`config.mk`:
```
export PLATFORM = sky130hd
export DESIGN_NAME = qqspi_responder
export DESIGN_NICKNAME = d
export VERILOG_FILES = /design/src/rtl/qqspi_pkg.sv /design/src/rtl/qqspi_sync_edge.sv /design/src/rtl/qqspi_responder.sv
export SDC_FILE = /design/constraint.sdc
export NUM_CORES = 1
export LEC_CHECK = 0
export ABC_AREA = 0
export BUFFER_PORTS_ARGS = -buffer_cell sky130_fd_sc_hd__buf_2
export CAP_MARGIN = 20
export CORE_MARGIN = 2
export CORE_UTILIZATION = 60
export DETAILED_ROUTE_END_ITERATION = 12
export PLACE_DENSITY = 0.81
export SLEW_MARGIN = 0
export SYNTH_ARGS = -nofsm -noshare
export SYNTH_HDL_FRONTEND = slang
export SYNTH_SLANG_ARGS = --single-unit
```
`constraint.sdc`:
```
create_clock -name clk -period 4.9 [get_ports clk]
set_input_delay 0.735 -clock clk [delete_from_list [all_inputs] [get_ports clk]]
set_output_delay 0.735 -clock clk [all_outputs]
set_load 0.05 [all_outputs]
```
`src/rtl/qqspi_pkg.sv`:
```
// Shared opcodes, FSM state encoding and opcode helpers for the qqspi responder.
package qqspi_pkg;

  localparam logic [7:0] CMD_WRITE          = 8'h02;
  localparam logic [7:0] CMD_READ           = 8'h03;
  localparam logic [7:0] CMD_QUAD_WRITE     = 8'h38;
  localparam logic [7:0] CMD_FAST_READ_QUAD = 8'hEB;

  localparam int ADDR_BITS = 24;

  typedef enum logic [2:0] {
    IDLE,
    CMD,
    ADDR,
    DUMMY,
    RD_DATA,
    WR_DATA,
    IGNORE
  } state_e;

  function automatic logic is_quad_cmd(input logic [7:0] op);
    return (op == CMD_QUAD_WRITE) || (op == CMD_FAST_READ_QUAD);
  endfunction

  function automatic logic is_read_cmd(input logic [7:0] op);
    return (op == CMD_READ) || (op == CMD_FAST_READ_QUAD);
  endfunction

  function automatic logic is_valid_cmd(input logic [7:0] op);
    return (op == CMD_WRITE) || (op == CMD_READ) ||
           (op == CMD_QUAD_WRITE) || (op == CMD_FAST_READ_QUAD);
  endfunction

endpackage

```
`src/rtl/qqspi_sync_edge.sv`:
```
// Optional multi-stage synchronizer for {sclk, data} plus sclk rising-edge detector.
module qqspi_sync_edge #(
  parameter int         W       = 7,
  parameter int         STAGES  = 0,
  parameter logic [W:0] RST_VAL = '1
) (
  input  logic         clk_i,
  input  logic         rst_ni,
  input  logic         sclk_i,
  input  logic [W-1:0] data_i,
  output logic         rise_o,
  output logic [W-1:0] data_o
);

  logic [W:0] raw;
  logic [W:0] synced;
  logic       sclk_prev_q;

  assign raw = {sclk_i, data_i};

  if (STAGES == 0) begin : g_bypass
    assign synced = raw;
  end else begin : g_sync
    logic [W:0] stage_q [STAGES];

    always_ff @(posedge clk_i or negedge rst_ni) begin
      if (!rst_ni) begin
        for (int i = 0; i < STAGES; i++) stage_q[i] <= RST_VAL;
      end else begin
        stage_q[0] <= raw;
        for (int i = 1; i < STAGES; i++) stage_q[i] <= stage_q[i-1];
      end
    end

    assign synced = stage_q[STAGES-1];
  end

  // sclk idles high, so the previous sample starts high to avoid a false rise out of reset.
  always_ff @(posedge clk_i or negedge rst_ni) begin
    if (!rst_ni) sclk_prev_q <= 1'b1;
    else         sclk_prev_q <= synced[W];
  end

  assign rise_o = synced[W] & ~sclk_prev_q;
  assign data_o = synced[W-1:0];

endmodule

```
`src/rtl/qqspi_responder.sv`:
```
// QSPI/SPI responder emulating a PSRAM: decodes 0x02/0x03/0x38/0xEB and
// services them from a byte-wide synchronous memory port.
module qqspi_responder
  import qqspi_pkg::*;
#(
  parameter int         ADDR_W      = 23,
  parameter logic [1:0] DEV_ID      = 2'b00,
  parameter int         SYNC_STAGES = 0,
  parameter int         DUMMY_CYC   = 6
) (
  input  logic              clk,
  input  logic              resetn,
  input  logic              sclk,
  input  logic              cen,
  input  logic [1:0]        cs,
  input  logic [3:0]        sio_in,
  output logic [3:0]        sio_out,
  output logic [3:0]        sio_oe,
  output logic [ADDR_W-1:0] mem_addr,
  output logic              mem_re,
  input  logic [7:0]        mem_rdata,
  output logic              mem_we,
  output logic [7:0]        mem_wdata,
  output logic              busy,
  output logic              err_cmd
);

  localparam int         SH_W       = ADDR_W - 1;
  localparam logic [5:0] DUMMY_LAST = 6'(DUMMY_CYC - 1);

  logic       rise, cen_s;
  logic [1:0] cs_s;
  logic [3:0] sio_s;
  logic [6:0] sync_data;

  qqspi_sync_edge #(
    .W       (7),
    .STAGES  (SYNC_STAGES),
    .RST_VAL (8'hC0)
  ) u_sclk_sync (
    .clk_i  (clk),
    .rst_ni (resetn),
    .sclk_i (sclk),
    .data_i ({cen, cs, sio_in}),
    .rise_o (rise),
    .data_o (sync_data)
  );

  assign {cen_s, cs_s, sio_s} = sync_data;

  state_e              state_q, state_d;
  logic [5:0]          cnt_q, cnt_d;
  logic [SH_W-1:0]     sh_q, sh_d;
  logic [ADDR_W-1:0]   addr_q, addr_d;
  logic [7:0]          cmd_q, cmd_d;
  logic [7:0]          out_q, out_d;
  logic                load_q, load_d;
  logic                err_q, err_d;

  logic                quad, act;
  logic [5:0]          cnt_inc;
  logic [ADDR_W-1:0]   shifted;
  logic [7:0]          rd_byte;

  assign quad    = is_quad_cmd(cmd_q) && (state_q != CMD);
  assign act     = rise & ~cen_s;
  assign cnt_inc = cnt_q + (quad ? 6'd4 : 6'd1);
  assign shifted = quad ? {sh_q[SH_W-4:0], sio_s} : {sh_q, sio_s[0]};

  always_ff @(posedge clk or negedge resetn) begin
    if (!resetn) begin
      state_q <= IDLE;
      cnt_q   <= '0;
      sh_q    <= '0;
      addr_q  <= '0;
      cmd_q   <= '0;
      out_q   <= '0;
      load_q  <= 1'b0;
      err_q   <= 1'b0;
    end else begin
      state_q <= state_d;
      cnt_q   <= cnt_d;
      sh_q    <= sh_d;
      addr_q  <= addr_d;
      cmd_q   <= cmd_d;
      out_q   <= out_d;
      load_q  <= load_d;
      err_q   <= err_d;
    end
  end

  always_comb begin
    state_d   = state_q;
    cnt_d     = cnt_q;
    sh_d      = sh_q;
    addr_d    = addr_q;
    cmd_d     = cmd_q;
    out_d     = out_q;
    load_d    = load_q;
    err_d     = 1'b0;
    mem_re    = 1'b0;
    mem_we    = 1'b0;
    mem_addr  = addr_q;
    mem_wdata = '0;

    unique case (state_q)
      IDLE: begin
        cnt_d  = '0;
        load_d = 1'b0;
        if (!cen_s) state_d = (cs_s == DEV_ID) ? CMD : IGNORE;
      end
      CMD: if (act) begin
        sh_d  = shifted[SH_W-1:0];
        cnt_d = cnt_inc;
        if (cnt_inc == 6'd8) begin
          cnt_d = '0;
          cmd_d = shifted[7:0];
          if (is_valid_cmd(shifted[7:0])) begin
            state_d = ADDR;
          end else begin
            err_d   = 1'b1;
            state_d = IGNORE;
          end
        end
      end
      // The read launch uses the freshly shifted address so data is back one clk later.
      ADDR: if (act) begin
        sh_d  = shifted[SH_W-1:0];
        cnt_d = cnt_inc;
        if (cnt_inc == 6'(ADDR_BITS)) begin
          cnt_d  = '0;
          addr_d = shifted;
          if (is_read_cmd(cmd_q)) begin
            mem_re   = 1'b1;
            mem_addr = shifted;
            load_d   = 1'b1;
            state_d  = (cmd_q == CMD_FAST_READ_QUAD) ? DUMMY : RD_DATA;
          end else begin
            state_d = WR_DATA;
          end
        end
      end
      DUMMY: if (act) begin
        if (cnt_q == DUMMY_LAST) begin
          cnt_d   = '0;
          state_d = RD_DATA;
        end else begin
          cnt_d = cnt_q + 6'd1;
        end
      end
      // A load cycle captures the fetched byte and prefetches the next address.
      RD_DATA: begin
        if (load_q) begin
          out_d  = mem_rdata;
          load_d = 1'b0;
          if (!cen_s) begin
            mem_re   = 1'b1;
            mem_addr = addr_q + 1'b1;
            addr_d   = addr_q + 1'b1;
          end
        end else if (act) begin
          out_d = quad ? {out_q[3:0], 4'b0000} : {out_q[6:0], 1'b0};
          cnt_d = cnt_inc;
          if (cnt_inc == 6'd8) begin
            cnt_d  = '0;
            load_d = 1'b1;
          end
        end
      end
      WR_DATA: if (rise) begin
        sh_d  = shifted[SH_W-1:0];
        cnt_d = cnt_inc;
        if (cnt_inc == 6'd8) begin
          cnt_d     = '0;
          mem_we    = 1'b1;
          mem_wdata = shifted[7:0];
          addr_d    = addr_q + 1'b1;
        end
      end
      IGNORE: ;
      default: state_d = IDLE;
    endcase

    if (cen_s) state_d = IDLE;
  end

  always_comb begin
    rd_byte = load_q ? mem_rdata : out_q;
    sio_oe  = '0;
    sio_out = '0;
    if (state_q == RD_DATA) begin
      if (quad) begin
        sio_oe  = 4'hF;
        sio_out = rd_byte[7:4];
      end else begin
        sio_oe  = 4'b0010;
        sio_out = {2'b00, rd_byte[7], 1'b0};
      end
    end
  end

  assign busy    = state_q inside {CMD, ADDR, DUMMY, RD_DATA, WR_DATA};
  assign err_cmd = err_q;

endmodule

```
==> results.py <==
metrics = {
    "finish": {
        "design.final.nets": 728,
        "layout.cell_area.non_filler_um2": 6100,
        "finish.utilization_pct": 66.9,
        "insertedDiodeCount": 0,
        "syn2layout_area_growth_pct": 9.75,
        "drive_above_1_share_pct": 20.2,
    },
    "logic_synthesis": {
        "synth_sequential_area_ratio_pct": 32.9,
        "average_footprint_of_a_synthesized_cell_um2": 8.31,
        "total_standard_cell_area_after_synthesis_um2": 5550,
        "synth_largest_type_area_fraction_pct": 32.4,
        "total_of_flip_flops_plus_latches_after_synthesis": 73,
        "number_of_library_cell_types_mapped_by_synthesis": 82,
        "synth.most_common_cell": "nand2_1",
        "synth_cells": 668,
        "postSynth.asyncResetShare_pct": 100,
        "cell_type_with_the_largest_total_area_after_synthesis": "dfrtp_1",
        "main_synth_ff_type": "dfrtp_1",
        "synth_nets": 692,
        "synth_enable_flop_cells": 0,
        "synthTopCellsByArea": "dfrtp_1 32%, a21oi_1 5.3%, nand2_1 5.2%",
        "yosys_warnings": 0,
        "netlist_top_cells_count": "77 x nand2_1, 72 x dfrtp_1, 59 x a21oi_1",
    },
    "die": {
        "die_h_um": 100,
        "rows": 35,
        "die_w_um": 100,
        "full_die_area_um2": 10000,
        "io_pins": 61,
        "core_um2": 9110,
        "initial_utilization_pct": 61.0,
    },
    "clocking": {
        "clk_latency_ns": 0.36,
        "cts_tree": "yes",
        "cts-buffers-inserted": 9,
        "cts_root_buf": "clkbuf_8",
        "post_cts_resized": 0,
        "clk_pin_slew_worst_paths_ns": 0.09,
        "tritoncts_num_sinks": 73,
        "cts_buffer_depth": 2,
        "cts_hold_repair.buffers": 0,
        "post_cts_buffers": 0,
        "htree_num_levels": 3,
    },
    "timing": {
        "worst_slew_pin_slew_ns": 0.945,
        "finalHoldViolCount": 0,
        "worst_clock_skew_ns": 0.0111,
        "final_setup_tns_ns": 0,
        "layout_min_cycle_time_ns": 4.64,
        "setup_viol": 0,
        "unrepaired_setup_endpoints_after_global_routing": "false",
        "layout_worst_path_cycle_share_pct": 94.7,
        "slew_headroom_pct": 37.0,
        "fmaxAchievable_mhz": 215,
        "post-route-worst-setup-slack_ns": 0.259,
        "slew_viol_final": 0,
    },
    "global_routing": {
        "grt_first_pass_wirelength_um": 26700,
        "globalRouteTotalUtil_pct": 33.7,
        "grt_remaining_overflow": 0,
        "number_of_global_route_vias_before_repair": 5122,
        "grt_max_degree": 74,
        "antenna_violations_before_repair": 0,
    },
    "placed_design": {
        "gp_routability_congestion": 1.01,
        "detailedPlacementHpwl_um": 11700,
        "post_dp_cell_area_um2": 5860,
        "i_o_buffers": 60,
        "preCtsSetupSlack_ns": 0.448,
    },
    "setup_path": {
        "worstSetupEndpointType": "primary output",
        "worstSetupEndpoint": "mem_addr[5]",
        "critPathLaunchType": "flip-flop",
        "reg2regPathDepth": 10,
        "worstReg2RegEnd": "cmd_q[0]$_DFFE_PN0P_",
        "critPathKind": "flip-flop to primary output",
        "worstPathArrival_ns": 3.91,
        "worstPathMaxFanout": 15,
        "worst_ep_required_time_ns": 4.16,
        "worst-r2r-setup-slack_ns": 1.09,
        "r2r_start": "cmd_q[0]$_DFFE_PN0P_",
        "cp-startpoint": "cmd_q[0]$_DFFE_PN0P_",
    },
    "drt": {
        "postRouteWirelength_um": 16700,
        "drt-wirelength-per-cell_um": 20.3,
        "vias": 5658,
        "post-route-drc-count": 0,
        "detailedRoute.firstPassIterationCount": 6,
        "drt_first_iter_violations": 603,
        "post_drt_via_cell_ratio": 6.90,
        "ant_nets": 0,
    },
    "outcome": {
        "status": "complete, no violations",
    },
    "flow_run": {
        "maximum_capacitance_violations": 0,
    },
    "worst_hold_path": {
        "worst_hold_path_type": "input port to flip-flop",
    },
    "power": {
        "power-per-cell-area_nw_per_um2": 639,
        "peakVddDrop_v": 0.000676,
        "power.static_leakage_nw": 2.66,
    },
}
-- per-stage QoR --
stage | power, W | hold slack (ns) | std cells
6_report | 0.00390 | 0.487 | 820
5_1_grt | 0.00410 | 0.491 | 820
4_1_cts | 0.00382 | 0.474 | 817
3_5_place_dp | 0.00335 | 0.479 | 801
3_3_place_gp | 0.00330 | 0.461 | 801
2_1_floorplan | 0.00279 | 0.439 | 668
-- layout by cell type, fill, tap and decap left out, drive strengths merged, types with 5 or more instances in the layout --
cell / count
a31oi: 5
a21o: 5
a22oi: 5
inv: 21
and3: 5
nand4: 10
a221o: 10
nand3: 26
dfrtp: 72
nor2: 55
a21oi: 60
ha: 6
nand2b: 11
o311ai: 7
xnor2: 7
o211ai: 8
nand2: 77
mux2: 17
nor3: 16
mux2i: 22
nor2b: 8
o21ai: 63
buf: 75
a211o: 7
o22ai: 8
o22a: 6
nor4: 8
xor2: 6
clkbuf: 10
-- worst min path at each step --
stage	from	to	slack (ns)	cells after the start
2_1_floorplan	resetn	addr_q[0]$_DFFE_PN0P_	0.44	0
3_3_place_gp	sh_q[19]$_DFFE_PN0P_	sh_q[19]$_DFFE_PN0P_	0.46	2
3_5_place_dp	sh_q[21]$_DFFE_PN0P_	sh_q[21]$_DFFE_PN0P_	0.48	2
4_1_cts	sclk	u_sclk_sync.sclk_prev_q$_DFF_PN1_	0.47	1
5_1_grt	sclk	u_sclk_sync.sclk_prev_q$_DFF_PN1_	0.49	1
6_report	sclk	u_sclk_sync.sclk_prev_q$_DFF_PN1_	0.49	1
-- cell type report --
class	count	area [um2]
Fill cell	743	3010
Clock buffer	9	124
Tap cell	111	139
Clock inverter	7	60.1
Sequential cell	73	1830
Timing Repair Buffer	76	443
Inverter	18	67.6
Multi-Input combinational cell	526	3430
-- power breakdown --
group / internal [W] / switching [W] / leakage, nW / total, W
logic: 0.000731 / 0.00163 / 1.66 / 0.00236
clock network: 0.000193 / 0.000276 / 0.0848 / 0.000468
registers: 0.000793 / 0.000273 / 0.919 / 0.00107
-- logic make-up (layout without fill, tap and decap cells) --
kind of cell             Yosys count  in the layout  share of synthesized area, %
flip-flops                        73             73                          32.9
AO/OA/AOI/OAI                    228            228                          28.3
AND/OR/NAND/NOR                  239            239                          21.9
buffers and inverters             69            110                          5.43
adder cells (fa/ha/maj)            6              6                          1.35
XOR/XNOR                          13             13                          2.39
multiplexers                      40             40                          7.82
-- sequential cells by signal, summed over array words and instances (netlist names) --
signal / flops
cnt_q: 6
load_q: 1
out_q: 8
state_q: 3
u_sclk_sync.sclk_prev_q: 1
err_cmd: 1
addr_q: 23
sh_q: 22
cmd_q: 8
-- critical path: stages (launching register included) --
cell	delay (ns)
dfrtp_1	0.42
nor4_1	0.32
a2bb2o_1	0.24
nand2_1	0.11
ha_1	0.25
ha_1	0.25
xnor2_1	0.23
nand2_1	0.31
nor4_4	0.29
buf_4	0.24
nand2_1	0.27
o22ai_1	0.27
a21o_1	0.10
buf_2	0.25
-- per-layer routing --
metal / track usage [%] / up-vias / part of all wire, %
met5: 0 / - / 0
met3: 4.60 / 48 / 11
met2: 49.8 / 371 / 45
met1: 49.8 / 2679 / 42
li1: - / 2560 / -
met4: 14.0 / 0 / 2.6
(Power assumes the default switching activity.)
